<file path="config.mk">
export PLATFORM = sky130hd
export DESIGN_NAME = fastica_iter_ctrl
export DESIGN_NICKNAME = d
export VERILOG_FILES = /design/src/rtl/fastica_iter_ctrl.sv
export SDC_FILE = /design/constraint.sdc
export NUM_CORES = 1
export LEC_CHECK = 0
export BUFFER_PORTS_ARGS = -buffer_cell sky130_fd_sc_hd__buf_4
export CORE_UTILIZATION = 54
export DETAILED_ROUTE_END_ITERATION = 6
export PLACE_DENSITY = 0.81
export SKIP_LAST_GASP = 1
export SLEW_MARGIN = 40
export SYNTH_ARGS = -nofsm -noshare
export SYNTH_HDL_FRONTEND = slang
export SYNTH_SLANG_ARGS = --single-unit
</file>
<file path="constraint.sdc">
create_clock -name clk_i -period 3.19 [get_ports clk_i]
set_clock_uncertainty 0.05 [all_clocks]
set_input_delay 0.638 -clock clk_i [delete_from_list [all_inputs] [get_ports clk_i]]
set_output_delay 0.638 -clock clk_i [all_outputs]
set_load 0.01 [all_outputs]
</file>
<file path="src/rtl/fastica_iter_ctrl.sv">
// FastICA one-unit iteration sequencer for the 4x4 Q13.13 W register.
// Per row: update -> normalise -> convergence check; after row 3 the W register is
// loaded and the loop repeats until every row converges or MaxIter is reached.
// Optional feature macro: FASTICA_WATCHDOG_EN adds a per-wait-state watchdog (WdCycles).
module fastica_iter_ctrl #(
  parameter int unsigned        MaxIter  = 16,
  parameter logic signed [25:0] Tol      = 26'sd8,
  parameter int unsigned        WdCycles = 1024
) (
  input  logic        clk_i,
  input  logic        rst_ni,
  input  logic        start_i,
  input  logic        abort_i,
  output logic        upd_start_o,
  input  logic        upd_done_i,
  output logic        norm_start_o,
  input  logic        norm_done_i,
  input  logic        conv_valid_i,
  input  logic [25:0] conv_delta_i,
  output logic [1:0]  row_sel_o,
  output logic        w_init_sel_o,
  output logic        w_load_en_o,
  output logic [7:0]  iter_cnt_o,
  output logic        busy_o,
  output logic        done_o,
  output logic        converged_o,
  output logic        timeout_o,
  output logic        wd_err_o
);

  typedef enum logic [3:0] {
    StIdle, StInit, StUpd, StUpdW, StNorm, StNormW, StCheck, StLoad, StFin
  } state_e;

  localparam logic [25:0] TolMag   = Tol;
  localparam logic [7:0]  MaxIterW = 8'(MaxIter);

  state_e      state_q;
  logic        upd_start_q, norm_start_q, w_init_sel_q, w_load_en_q, done_q, busy_q;
  logic        converged_q, timeout_q;
  logic [1:0]  row_sel_q;
  logic [7:0]  iter_cnt_q;
  logic [3:0]  conv_mask_q;
  logic [25:0] delta_abs;
  logic        row_ok;
  logic        wd_fire;

  // Magnitude of the change metric; the most negative value saturates to the largest positive.
  always_comb begin
    if (conv_delta_i == 26'h2000000) begin
      delta_abs = 26'h1FFFFFF;
    end else if (conv_delta_i[25]) begin
      delta_abs = ~conv_delta_i + 26'd1;
    end else begin
      delta_abs = conv_delta_i;
    end
    row_ok = (delta_abs < TolMag);
  end

`ifdef FASTICA_WATCHDOG_EN
  localparam logic [15:0] WdLast = 16'(WdCycles - 1);

  logic [15:0] wd_cnt_q;
  logic        wait_hold;
  logic        wd_err_q;

  // A wait state that will not be left on this edge keeps the watchdog counting.
  assign wait_hold = ((state_q == StUpdW)  && !upd_done_i)  ||
                     ((state_q == StNormW) && !norm_done_i) ||
                     ((state_q == StCheck) && !conv_valid_i);
  assign wd_fire   = wait_hold && (wd_cnt_q == WdLast);

  // Watchdog counter: restarts from zero whenever a wait state is entered or left.
  always_ff @(posedge clk_i or negedge rst_ni) begin
    if (!rst_ni) begin
      wd_cnt_q <= '0;
    end else if (wait_hold && !abort_i && !wd_fire) begin
      wd_cnt_q <= wd_cnt_q + 16'd1;
    end else begin
      wd_cnt_q <= '0;
    end
  end

  // Sticky watchdog error, cleared when a new run starts.
  always_ff @(posedge clk_i or negedge rst_ni) begin
    if (!rst_ni) begin
      wd_err_q <= 1'b0;
    end else if ((state_q == StIdle) && start_i) begin
      wd_err_q <= 1'b0;
    end else if (wd_fire && !abort_i) begin
      wd_err_q <= 1'b1;
    end
  end

  assign wd_err_o = wd_err_q;
`else
  assign wd_fire  = 1'b0;
  assign wd_err_o = 1'b0;
`endif

  // Main sequencer; all outputs are registered alongside the state they belong to.
  always_ff @(posedge clk_i or negedge rst_ni) begin
    if (!rst_ni) begin
      state_q      <= StIdle;
      upd_start_q  <= 1'b0;
      norm_start_q <= 1'b0;
      w_init_sel_q <= 1'b0;
      w_load_en_q  <= 1'b0;
      done_q       <= 1'b0;
      busy_q       <= 1'b0;
      converged_q  <= 1'b0;
      timeout_q    <= 1'b0;
      row_sel_q    <= 2'd0;
      iter_cnt_q   <= 8'd0;
      conv_mask_q  <= 4'h0;
    end else begin
      upd_start_q  <= 1'b0;
      norm_start_q <= 1'b0;
      w_init_sel_q <= 1'b0;
      w_load_en_q  <= 1'b0;
      done_q       <= 1'b0;
      if ((state_q != StIdle) && abort_i) begin
        state_q <= StIdle;
        busy_q  <= 1'b0;
      end else if (wd_fire) begin
        state_q <= StFin;
        done_q  <= 1'b1;
      end else begin
        unique case (state_q)
          StIdle: begin
            if (start_i) begin
              state_q      <= StInit;
              busy_q       <= 1'b1;
              converged_q  <= 1'b0;
              timeout_q    <= 1'b0;
              w_init_sel_q <= 1'b1;
              w_load_en_q  <= 1'b1;
              iter_cnt_q   <= 8'd0;
              row_sel_q    <= 2'd0;
              conv_mask_q  <= 4'h0;
            end
          end
          StInit: begin
            state_q     <= StUpd;
            upd_start_q <= 1'b1;
          end
          StUpd: begin
            state_q <= StUpdW;
          end
          StUpdW: begin
            if (upd_done_i) begin
              state_q      <= StNorm;
              norm_start_q <= 1'b1;
            end
          end
          StNorm: begin
            state_q <= StNormW;
          end
          StNormW: begin
            if (norm_done_i) begin
              state_q <= StCheck;
            end
          end
          StCheck: begin
            if (conv_valid_i) begin
              conv_mask_q[row_sel_q] <= row_ok;
              if (row_sel_q == 2'd3) begin
                state_q     <= StLoad;
                w_load_en_q <= 1'b1;
              end else begin
                row_sel_q   <= row_sel_q + 2'd1;
                state_q     <= StUpd;
                upd_start_q <= 1'b1;
              end
            end
          end
          StLoad: begin
            iter_cnt_q <= iter_cnt_q + 8'd1;
            row_sel_q  <= 2'd0;
            if (conv_mask_q == 4'hF) begin
              converged_q <= 1'b1;
              state_q     <= StFin;
              done_q      <= 1'b1;
            end else if ((iter_cnt_q + 8'd1) == MaxIterW) begin
              timeout_q <= 1'b1;
              state_q   <= StFin;
              done_q    <= 1'b1;
            end else begin
              conv_mask_q <= 4'h0;
              state_q     <= StUpd;
              upd_start_q <= 1'b1;
            end
          end
          StFin: begin
            state_q <= StIdle;
            busy_q  <= 1'b0;
          end
          default: begin
            state_q <= StIdle;
            busy_q  <= 1'b0;
          end
        endcase
      end
    end
  end

  assign upd_start_o  = upd_start_q;
  assign norm_start_o = norm_start_q;
  assign w_init_sel_o = w_init_sel_q;
  assign w_load_en_o  = w_load_en_q;
  assign done_o       = done_q;
  assign busy_o       = busy_q;
  assign converged_o  = converged_q;
  assign timeout_o    = timeout_q;
  assign row_sel_o    = row_sel_q;
  assign iter_cnt_o   = iter_cnt_q;

endmodule
</file>
# ---- Yosys cells after proc, flatten, opt, wreduce, memory -nomap -nowiden
# Index checks and enable logic that the tools add are counted.
dict set report classes {
  n_addsub 3
  magnitude_cmp 3
  eq_ne 23
  muxes 54
  bitwise 2
  n_reduce_logical 14
}
# operator count
set ops {}
lappend ops {{two-way mux 26 bit} 2}
lappend ops {{two-way mux 4 bit} 11}
lappend ops {{one-hot mux 4 bit (8 select lines)} 1}
lappend ops {{adder 26 x 1 -> 26 bit (second input constant)} 1}
lappend ops {{equality test 26 bit (second input constant)} 1}
lappend ops {{less-than comparator 26 x 4 -> 1 bit (second input constant)} 1}
lappend ops {{inverter 26 bit} 1}
lappend ops {{two-way mux 1 bit} 25}
lappend ops {{equality test 4 x 3 -> 1 bit (second input constant)} 4}
lappend ops {{one-hot mux 8 bit (2 select lines)} 1}
lappend ops {{inequality test 2 bit (second input constant)} 7}
lappend ops {{inequality test 3 bit (second input constant)} 4}
lappend ops {{one-hot mux 4 bit (3 select lines)} 1}
lappend ops {{AND reduction 5 bit} 2}
lappend ops {{adder 8 x 1 -> 8 bit (second input constant)} 1}
lappend ops {{equality test 4 x 2 -> 1 bit (second input constant)} 2}
lappend ops {{equality test 8 x 5 -> 1 bit (second input constant)} 1}
lappend ops {{two-way mux 8 bit} 1}
lappend ops {{one-hot mux 1 bit (2 select lines)} 4}
lappend ops {{AND reduction 4 bit} 2}
lappend ops {{OR reduction 7 bit} 1}
lappend ops {{two-way mux 2 bit} 3}
lappend ops {{one-hot mux 2 bit (3 select lines)} 1}
lappend ops {{AND reduction 6 bit} 1}
lappend ops {{other kinds (19)} 20}
dict set report totals {
  reg_bits 26
  wordCells 111
}

# ---- Logic depth before layout (Yosys ltp)
dict set report logic_depth {
  ltp_word 8
  mapped_depth 8
  depth_no_buf 7
}

# ---- Worst setup path before layout
# No wires, ideal clock.
dict set report synth_path {
  path_kind {input -> register}
  startpoint {in conv_delta_i[5]}
  endpoint {reg conv_mask_q[0]}
  setup_time_ns 0.065
  t_arrival_ns 2.558
  required_time_ns 3.075
  slack_ns 0.517
  stages 7
  cell_sequence {or4_1 -> nor2_1 -> nand2_1 -> mux2i_1 -> or4_4 -> nor4_4 -> a22o_1}
}
dict set report synth_between {
  elab_chain_len 8
  elab_cells_between_ends 9
}
# element line
set synth_lines {}
lappend synth_lines {{from (decl)} 19} ;# input logic [25:0] conv_delta_i,
lappend synth_lines {{inverter 26 bit} 53} ;# delta_abs = ~conv_delta_i + 26'd1;
lappend synth_lines {{adder 26 x 1 -> 26 bit} 53}
lappend synth_lines {{two-way mux 26 bit} 52} ;# end else if (conv_delta_i[25]) begin
lappend synth_lines {{two-way mux 26 bit *} 50} ;# if (conv_delta_i == 26'h2000000) begin
lappend synth_lines {{less-than comparator 26 x 4 -> 1 bit *} 57} ;# row_ok = (delta_abs < TolMag);
lappend synth_lines {{bitwise mux 4 bit *} 166} ;# conv_mask_q[row_sel_q] <= row_ok;
lappend synth_lines {{two-way mux 4 bit *} 165} ;# if (conv_valid_i) begin
lappend synth_lines {{one-hot mux 4 bit (3 select lines) *} 129} ;# unique case (state_q)
lappend synth_lines {{to (signal, indexed assignment)} 166}
lappend synth_lines {{to (decl)} 43} ;# logic [3:0] conv_mask_q;
# Every way passes the cells marked *; elsewhere a longest branch is shown, timed or not. The select of a mux whose other input is x is not followed.
# A chain may end at the register's enable or synchronous reset.

# ---- Worst setup path after layout
dict set report layout_path {
  startpoint {reg state_q[1]}
  endpoint {reg conv_mask_q[1]}
}
dict set report layout_between {
  elab_chain_len 4
  elab_cells_between_ends 13
}
# element line
set layout_lines {}
lappend layout_lines {{from (decl)} 38} ;# state_e state_q;
lappend layout_lines {{from (signal assigned)} 104} ;# state_q <= StIdle;
lappend layout_lines {{from (signal assigned)} 123} ;# state_q <= StIdle;
lappend layout_lines {{from (signal assigned)} 126} ;# state_q <= StFin;
lappend layout_lines {{parallel branches: the longest is 4 deep, another holds AND reduction 6 bit} n/a}
# Several ways; the timed one is not identified.

==> parameters.txt <==
Parameter                              Value

Timing
  Hold Fails Final Rpt    0
  Number of pins exceeding their max-slew limit in the final report    0
  Hold Worst Slack    ~0.20 ns
  Share of the clock period used by the worst path after layout    around 91%
  Total negative slack for setup checks    0 ns
  Count of endpoints failing setup in the final report    0
  Worst Setup Slack, final    just under 0.3 ns
  Highest achievable clock rate    between 0.3 and 0.4 GHz
  Final worst path period need    about 2.9 ns
  RSZ-0062 raised after global routing    no

Floorplanning
  Area of the die    about 4200 sq um
  Starting Density    between 50 and 60%
  Chip Width    approximately 65 microns
  Number of placement rows    22
  Vertical die dimension    64.5 microns
  Boundary Pins    between 50 and 60
  Std-Cell Core Area    3720 sq um

Place
  Placed cell areas    roughly 2500 sq um
  Placer Congestion    0.933
  Detail Placement HPWL    between 4000 and 5000 microns
  Pre-CTS setup slack    ~0.22 ns
  Count of port buffers added during placement    50

Synth
  Share of synthesized flip-flops with an asynchronous set or reset    100%
  Mapped Nets    between 200 and 300
  Post-synth cell types    56
  Number of storage elements in the synthesis netlist    26
  Share of the yosys chip area belonging to registers    between 30 and 40%
  Most instantiated flip-flop cell in the synthesis netlist    dfrtp_1
  Leading area contributor after synthesis    dfrtp_1
  Post-synthesis average cell area    8.21 sq um
  Count of warnings emitted by yosys    0
  Gate count of the mapped netlist    257
  Fraction of post-synthesis cell area in the top cell type by area    a little under a third
  Combined area of all synthesized cells    2110 sq um
  Area contributors post-synth    dfrtp_1, nor2_1, o21ai_0
  EDFF count, synth    0

Layout
  Leading cell type in the layout, fill and taps excluded    buf_4
  Register Area    roughly 650 sq um
  Number of fill cells    roughly 320
  Commonest cells after routing, fill and taps aside    buf_4, nor2_1, dfrtp_1
  Post-layout nets    around 350
  Post-layout utilization of the core    between 60% and 70%
  Antenna Diode Count    0
  Final non-filler cell area    between 2000 and 3000 sq um
  Fraction of final layout cells sized beyond drive strength 1    between 20% and 30%
  Footprint of the multi-input gates    about 1400 sq um
  Area added between synthesis and finish    22.8%

Setup path
  Beginning of the worst register-to-register path    state_q[1]$_DFFE_PN0P_
  Required time of the critical path    roughly 3.4 ns
  Maximum fanout along the worst path    14
  Arrival time of data at the critical path endpoint    a little over 3 ns
  CP endpoint kind    flip-flop
  Launching instance or port of the critical path    state_q[1]$_DFFE_PN0P_
  WS Path Type    reg2reg
  Kind of launch point of the worst setup path    flip-flop

Pwr
  PwrDens    about 380 nW/um^2
  Switching power share of the total    between 30% and 40%
  Reported net switching power    roughly 0.00035 W
  Leakage power    1.17 nW
  Cell internal pwr    0.000632 W
  Power share of the sequential group    42.2%
  Part of the total power dissipated in combinational logic    36.0%
  Worst vdd ir    0.200 mV
  Clock network power share    a little over a fifth

Flow run
  Max capacitance violation total    0

CTS
  Maximum level of the CTS H-tree    1
  Quantity of gates resized following cts    0
  CTS tree    done
  Count of buffers added by post-CTS timing repair for setup    0
  Count of clock tree sinks    26
  Maximum number of buffers from clock root to sink    2
  Hold buffer count at CTS    0
  Number of buffers added by the clock tree synthesis step    3
  Clk pin slew, worst setup/hold paths    roughly 0.090 ns
  Worst-Skew Late Latency    about 0.27 ns
  CTS root buffer    clkbuf_8

Global routing
  Number of antenna violations at the first check in global routing    0
  Wire length of the first global-routing pass    ~9200 microns
  Vias in the first global route    approximately 2100
  Overflow left after global routing    0
  Largest net degree at the start of global routing    27
  Global-route usage over all layers    between 20 and 30%

Detailed routing
  Routed wire length    5350 microns
  Via Count    2248
  Per-cell via count in the routed design    around 6.3
  Mean routed wirelength per cell    around 15 microns
  Remaining antenna violation count after routing    0
  Drt first-iter violations    228
  DRC Markers    0
  Number of optimization iterations in the first detailed-route pass    5

Hold path
  Worst Hold Class    in2async

Run status
  Result of the run    finished clean
-- area by class of cell --
class | count | share of cell area, %
multi-input combinational | 214 | 53.2
sequential | 26 | 25.1
timing repair buffer | 56 | 16.2
tap | 48 | 2.32
clock buffer | 4 | 2.12
inverter | 7 | 1.01
-- cell usage after synthesis, types with 5 or more instances --
library cell,instances
a21oi_1,11
a22o_1,6
a31oi_1,5
and3_1,6
clkbuf_1,5
dfrtp_1,26
ha_1,6
inv_1,7
nand2_1,21
nand3_1,9
nand4_1,6
nor2_1,32
nor3_1,11
nor4_1,7
o21ai_0,19
o21bai_1,6
-- stage by stage --
step           std cells  total power, W
5_1_grt              355         0.00103
3_3_place_gp         351        0.000760
2_1_floorplan        257        0.000629
4_1_cts              355        0.000973
6_report             355        0.000979
3_5_place_dp         351        0.000765
-- per-layer routing --
| metal | vias up | global-route usage, % | routed length [microns] |
|---|---|---|---|
| met5 | - | 0 | 0 |
| met4 | 0 | 14.2 | 178 |
| met3 | 17 | 2.46 | 275 |
| met2 | 100 | 49.3 | 2710 |
| met1 | 1059 | 32.2 | 2190 |
| li1 | 1072 | - | - |
-- registers in the layout, indices dropped and copies added, names as in the netlist --
name and cells:
w_init_sel_o 1, state_q 4, busy_o 1, iter_cnt_o 8
upd_start_o 1, converged_o 1, norm_start_o 1, conv_mask_q 4
timeout_o 1, w_load_en_o 1, row_sel_o 2, done_o 1
-- worst max-delay path: stages (launching register included) --
cell,delay [ns]
dfrtp_1,0.59
nor2b_1,0.28
nand2_2,0.17
a2111oi_2,0.46
o211ai_1,0.17
or4_4,0.57
nor4_4,0.37
a22o_1,0.19
-- cell families (layout without fill, tap and decap cells) --
family                     count (synthesis)  in the layout  synth area share, %
AOI/OAI and AO/OA                         76             76                 25.0
other                                      1              1                0.178
muxes                                      3              3                 1.42
DFF                                       26             26                 30.8
and+or+nand+nor                          123            123                 33.1
buffers and inverters                     17             67                 3.85
xor gates and xnor gates                   5              5                 2.07
adders and majority gates                  6              6                 3.56
-- final timing paths --
check,to,slack [ns],cells past startpoint
max,conv_mask_q[1]$_DFFE_PN0P_,0.29,7
min,row_sel_o[0]$_DFFE_PN0P_,0.20,1
max reg2reg,conv_mask_q[1]$_DFFE_PN0P_,0.29,7
min reg2reg,conv_mask_q[1]$_DFFE_PN0P_,0.46,1
max in group asynchronous,done_o$_DFF_PN0_,2.64,1
min in group clk_i,conv_mask_q[1]$_DFFE_PN0P_,0.46,1
-- power groups by stage --
stage	sequential, W	clock (W)	combinational (W)
after global routing	0.000419	0.000225	0.000390
final	0.000413	0.000214	0.000352
after global placement	0.000419	0	0.000342
after CTS	0.000412	0.000213	0.000348
after detailed placement	0.000418	0	0.000346
after floorplan	0.000401	0	0.000228
Note: power is estimated with default switching activity, not from simulation.
